===== src/rtl/ram_arbiter.sv =====
// ram_arbiter: shares one single-port RAM between instruction fetch and load/store.
// MEM has fixed priority; a starvation counter forces a fetch grant after STARVE_MAX losses.
module ram_arbiter #(
  parameter int RAM_AW     = 12,
  parameter int STARVE_MAX = 4
) (
  input  logic              clk,
  input  logic              rst,
  input  logic              if_req_valid,
  output logic              if_req_ready,
  input  logic [63:0]       if_addr,
  output logic              if_rsp_valid,
  output logic [63:0]       if_rsp_data,
  input  logic              mem_req_valid,
  output logic              mem_req_ready,
  input  logic [63:0]       mem_addr,
  input  logic              mem_we,
  input  logic [7:0]        mem_wstrb,
  input  logic [63:0]       mem_wdata,
  output logic              mem_rsp_valid,
  output logic [63:0]       mem_rsp_data,
  output logic              ram_en,
  output logic [7:0]        ram_wbe,
  output logic [RAM_AW-1:0] ram_addr,
  output logic [63:0]       ram_wdata,
  input  logic [63:0]       ram_rdata
);

  typedef enum logic [1:0] {
    S_IDLE,
    S_RESP_IF,
    S_RESP_MEM
  } state_t;

  localparam logic [3:0] STARVE_LIM = 4'(STARVE_MAX);

  state_t     r_state;
  state_t     w_next_state;
  logic [3:0] r_starve_cnt;
  logic [3:0] w_next_starve;
  logic       r_mem_we;
  logic       w_next_mem_we;
  logic       w_idle;
  logic       w_mem_pri;
  logic       w_grant_if;
  logic       w_grant_mem;
  logic       w_unused;

  // Only the word-index bits of each address reach the RAM; the rest wrap away.
  assign w_unused = ^{if_addr[63:RAM_AW+3], if_addr[2:0],
                      mem_addr[63:RAM_AW+3], mem_addr[2:0]};

  always_ff @(posedge clk) begin
    if (rst) begin
      r_state      <= S_IDLE;
      r_starve_cnt <= 4'd0;
      r_mem_we     <= 1'b0;
    end else begin
      r_state      <= w_next_state;
      r_starve_cnt <= w_next_starve;
      r_mem_we     <= w_next_mem_we;
    end
  end

  always_comb begin
    w_idle        = (r_state == S_IDLE) && !rst;
    w_mem_pri     = mem_req_valid && (r_starve_cnt < STARVE_LIM);
    w_grant_mem   = w_idle && mem_req_valid && (w_mem_pri || !if_req_valid);
    w_grant_if    = w_idle && if_req_valid && !w_mem_pri;

    w_next_state  = r_state;
    w_next_starve = r_starve_cnt;
    w_next_mem_we = r_mem_we;
    if_req_ready  = w_grant_if;
    mem_req_ready = w_grant_mem;
    if_rsp_valid  = 1'b0;
    if_rsp_data   = 64'd0;
    mem_rsp_valid = 1'b0;
    mem_rsp_data  = 64'd0;
    ram_en        = 1'b0;
    ram_wbe       = 8'd0;
    ram_addr      = '0;
    ram_wdata     = 64'd0;

    case (r_state)
      S_IDLE: begin
        // Fetch either got its turn or is not waiting, so its loss streak ends.
        if (!if_req_valid || w_grant_if) begin
          w_next_starve = 4'd0;
        end else if (w_grant_mem && (r_starve_cnt < STARVE_LIM)) begin
          w_next_starve = r_starve_cnt + 4'd1;
        end

        if (w_grant_if) begin
          w_next_state = S_RESP_IF;
          ram_en       = 1'b1;
          ram_addr     = if_addr[RAM_AW+2:3];
        end else if (w_grant_mem) begin
          w_next_state  = S_RESP_MEM;
          w_next_mem_we = mem_we;
          ram_en        = 1'b1;
          ram_addr      = mem_addr[RAM_AW+2:3];
          if (mem_we) begin
            ram_wbe   = mem_wstrb;
            ram_wdata = mem_wdata;
          end
        end
      end

      S_RESP_IF: begin
        w_next_state = S_IDLE;
        if (!rst) begin
          if_rsp_valid = 1'b1;
          if_rsp_data  = ram_rdata;
        end
      end

      S_RESP_MEM: begin
        w_next_state = S_IDLE;
        if (!rst) begin
          mem_rsp_valid = 1'b1;
          mem_rsp_data  = r_mem_we ? 64'd0 : ram_rdata;
        end
      end

      default: begin
        w_next_state = S_IDLE;
      end
    endcase
  end

endmodule


===== config.mk =====
export PLATFORM = sky130hd
export DESIGN_NAME = ram_arbiter
export DESIGN_NICKNAME = d
export VERILOG_FILES = /design/src/rtl/ram_arbiter.sv
export SDC_FILE = /design/constraint.sdc
export NUM_CORES = 1
export LEC_CHECK = 0
export CAP_MARGIN = 20
export CELL_PAD_IN_SITES_DETAIL_PLACEMENT = 0
export CELL_PAD_IN_SITES_GLOBAL_PLACEMENT = 1
export CORE_AREA = 4 4 189 191
export CTS_CLUSTER_SIZE = 14
export DETAILED_ROUTE_END_ITERATION = 8
export DIE_AREA = 0 0 193 195
export PLACE_DENSITY = 0.69
export SYNTH_ARGS = -nofsm -noshare
export SYNTH_HDL_FRONTEND = slang
export SYNTH_SLANG_ARGS = --single-unit

===== constraint.sdc =====
create_clock -name clk -period 4.2 [get_ports clk]
set_input_delay 0.63 -clock clk [delete_from_list [all_inputs] [get_ports clk]]
set_output_delay 0.63 -clock clk [all_outputs]
set_load 0.05 [all_outputs]

==> implementation parameters <==
Parameter                              Value

Clock tree
  Post-CTS setup buffers ... 0
  Clock tree from TritonCTS ... built
  Worst-path clk slew ... 0.03 ns
  Hold-fix buffers, CTS ... 0
  Number of cells upsized or downsized after cts ... 0
  Number of H-tree branching levels ... 1
  Maximum clock path buffer count ... 2
  CTS Buf Count ... 3
  Root buffer cell ... sky130_fd_sc_hd__clkbuf_16
  Sinks on the clock net ... 7
  Skew-Pair Late Insertion Delay ... 0.23 ns

Detailed routing
  DRC violations left ... 0
  Number of optimization iterations in the first detailed-route pass ... 4
  Vias/cell ... 3.136
  WL/cell ... 12.93 um
  Vias after detailed routing ... 3519
  Post-detailed-route count of antenna-violating nets ... 0
  DRC marker count from the first detailed-route iteration ... 98
  Post-detailed-routing wire length ... 14.51 mm

Floorplanning
  Die footprint ... 37640 sq um
  Die extent in y ... 195 um
  Area of the placeable core ... 34120 sq um
  Floorplan die width ... 193 um
  Initial core utilization ... 5.809%
  Number of core rows ... 68
  I/O pin count ... 486

Yosys
  Distinct cell type count after synthesis ... 25
  Synth Register Bits ... 7
  Register area share after synthesis ... 7.071%
  Post-synth top cells ... sky130_fd_sc_hd__and2_1 (200), sky130_fd_sc_hd__nand4_1 (14), sky130_fd_sc_hd__nand3_1 (13)
  Dominant cell by count in the synthesized netlist ... sky130_fd_sc_hd__and2_1
  Count of synthesis-stage warnings from yosys ... 0
  Post-Synthesis Mean Instance Area ... 6.477 sq um
  Asr flop ratio synth ... 0%
  Top-area cell type share of the netlist area ... 63.13%
  Share of the synthesized area in compound gates (AO/OA/AOI/OAI) ... 7.513%
  Post-Synthesis Net Count ... 576
  Simple-gate share of the synthesized area ... 76.45%
  Netlist Area Pre-Place ... 1982 sq um
  Post-synthesis share of cell area spent on full adders, half adders and majority gates ... 0.6313%
  Post-synthesis instance total ... 306
  Area contributors post-synth ... sky130_fd_sc_hd__and2_1 (63%), sky130_fd_sc_hd__dfxtp_1 (7.1%), sky130_fd_sc_hd__nand4_1 (4.4%)
  Number of flops mapped to enable cells by yosys ... 0
  Cell accounting for the most synthesized area ... sky130_fd_sc_hd__and2_1
  Xor and xnor fraction of the mapped netlist area ... 0%
  Synth Flop Type ... sky130_fd_sc_hd__dfxtp_1
  Combinational family with the most area after synthesis ... simple AND/OR/NAND/NOR gates
  Share of cell area taken by muxes after synthesis ... 0%

Critical path
  Start of the worst register-to-register path ... r_state[1]
  Critical path endpoint category ... output port
  Required time of the critical path ... 3.57 ns
  Setup crit start kind ... input port
  Worst setup path start ... rst
  R2R cell count ... 4
  Internal reg-to-reg setup slack ... 2.53 ns
  Worst reg2reg endpoint ... r_mem_we
  Maximum net fanout on the critical path ... 64
  Kind of critical path ... input port to output port
  Crit path arrival time ... 2.84 ns

Power
  Combinational power share ... 71.0%
  Total net switching power ... 0.3328 mW
  Sequential cell fraction of total power ... 8.8%
  Worst voltage drop across the vdd grid ... 0.00008660 V
  Power per unit of standard cell area ... 112.4 nW/um^2
  Internal power contribution ... 0.4852 mW
  Pwr Total ... 0.8180 mW
  Fraction of power consumed by the clock network ... 20.2%
  Switching Share ... 40.68%
  Static power due to leakage ... 2.817 nW

GRT
  Pin count of the biggest net entering global routing ... 74
  Total congestion overflow after global routing ... 0
  Antenna violations before repair ... 0
  Global routing usage summed across all routing layers ... 6.911%
  Global-route wire length before repair ... 20.84 mm
  Vias in the first global route ... 3671

STA
  Final Hold Vio Count ... 0
  Number of pins with negative max-slew slack in the final report ... 0
  Fmax ... 0.2880 GHz
  RSZ-0062 raised after global routing ... no
  Actual slew at the worst max-slew pin ... 0.6463 ns
  Setup TNS ... 0 ns
  Period utilization ... 82.68%
  Max Clock Skew ... 0.002041 ns
  Final Critical Period ... 3.473 ns
  Slew Limit Headroom ... 56.78%
  Final WS setup ... 0.7273 ns
  Count of final setup violators ... 0

Place
  Placed Area ... 7196 sq um
  Post-DP HPWL ... 12.52 mm
  Post-placement worst setup slack ... 0.6852 ns
  Count of input and output buffers ... 381
  GP Congestion ... 0.7045

Min path
  Hold wc startpoint ... r_starve_cnt[1]
  Worst hold-check path type ... register to register
  End point of the most critical hold path ... r_starve_cnt[1]
  Hold path cells ... 2

Layout
  Share of final-layout standard cells stronger than drive strength 1 ... 24.89%
  Fill cell instance count of the final layout ... 3684
  Final design area excluding fillers ... 7274 sq um
  Number of diodes added for antenna fixing ... 0
  Post-layout nets ... 938
  Area added between synthesis and finish ... 267.0%
  Share of the core filled with cells in the final layout ... 21.32%

Outcome
  Status ... completed

Flow run
  Max-cap violation count ... 0
==> cells in the final DEF (no fill, tap or decap), types with 3 or more instances in the layout <==
| cell type | n |
|---|---|
| sky130_fd_sc_hd__nand4_1 | 14 |
| sky130_fd_sc_hd__and3_1 | 4 |
| sky130_fd_sc_hd__nand3_1 | 13 |
| sky130_fd_sc_hd__a21oi_1 | 3 |
| sky130_fd_sc_hd__buf_12 | 100 |
| sky130_fd_sc_hd__dfxtp_1 | 7 |
| sky130_fd_sc_hd__clkbuf_16 | 3 |
| sky130_fd_sc_hd__o21ai_0 | 6 |
| sky130_fd_sc_hd__nor3b_1 | 3 |
| sky130_fd_sc_hd__buf_4 | 47 |
| sky130_fd_sc_hd__o21ai_2 | 10 |
| sky130_fd_sc_hd__clkdlybuf4s50_1 | 243 |
| sky130_fd_sc_hd__and2_1 | 200 |
==> worst max path at each step <==
stage / slack, ns / to
final: 0.73 / mem_rsp_data[23]
after floorplan: 0.63 / mem_rsp_data[10]
after CTS: 0.68 / mem_rsp_data[39]
after global routing: 0.56 / mem_rsp_data[39]
after detailed placement: 0.69 / mem_rsp_data[39]
after global placement: 0.71 / mem_rsp_data[39]
==> power by group through the flow <==
stage | combinational (mW) | sequential [mW] | clock, mW
2_1_floorplan | 0.257 | 0.0718 | 0
5_1_grt | 0.610 | 0.0728 | 0.174
6_report | 0.581 | 0.0723 | 0.165
3_5_place_dp | 0.586 | 0.0731 | 0
3_3_place_gp | 0.585 | 0.0731 | 0
4_1_cts | 0.588 | 0.0722 | 0.168
==> stage by stage <==
step	instances	hold slack [ns]
finish	1122	0.4962
floorplan	306	0.4578
global placement	1118	0.4686
detailed placement	1118	0.4927
global route	1122	0.5265
CTS	1122	0.5013
==> final cells by class <==
type	count	area [sq um]	share of cell area, %
timing repair buffer	390	4787	65.81
sequential	7	140.1	1.926
tap	455	569.3	7.826
clock buffer	4	78.83	1.084
inverter	1	3.754	0.05160
multi-input combinational	265	1695	23.31
==> flip-flops by register name (all words and copies together), names as in the netlist <==
register	flops
r_starve_cnt	4
r_mem_we	1
r_state	2
==> logic make-up after synthesis <==
group	after synthesis
simple gates	243
compound gates	21
flops	7
buf+inv	34
fa+ha+maj	1
==> worst max-delay path, cell delays in order <==
cell	delay [ns]
sky130_fd_sc_hd__clkdlybuf4s50_1	0.44
sky130_fd_sc_hd__nor3b_1	0.28
sky130_fd_sc_hd__nor2b_4	0.22
sky130_fd_sc_hd__buf_12	0.22
sky130_fd_sc_hd__and2_1	0.18
sky130_fd_sc_hd__clkdlybuf4s50_1	0.82
==> layer usage <==
layer | up-vias | track usage, % | part of all wire [%]
li1 | 1692 | - | -
met1 | 1532 | 6.843 | 34
met2 | 274 | 13.20 | 49
met3 | 21 | 2.503 | 14
met4 | 0 | 2.229 | 3.0
met5 | - | 0 | 0
(Power assumes the default switching activity.)
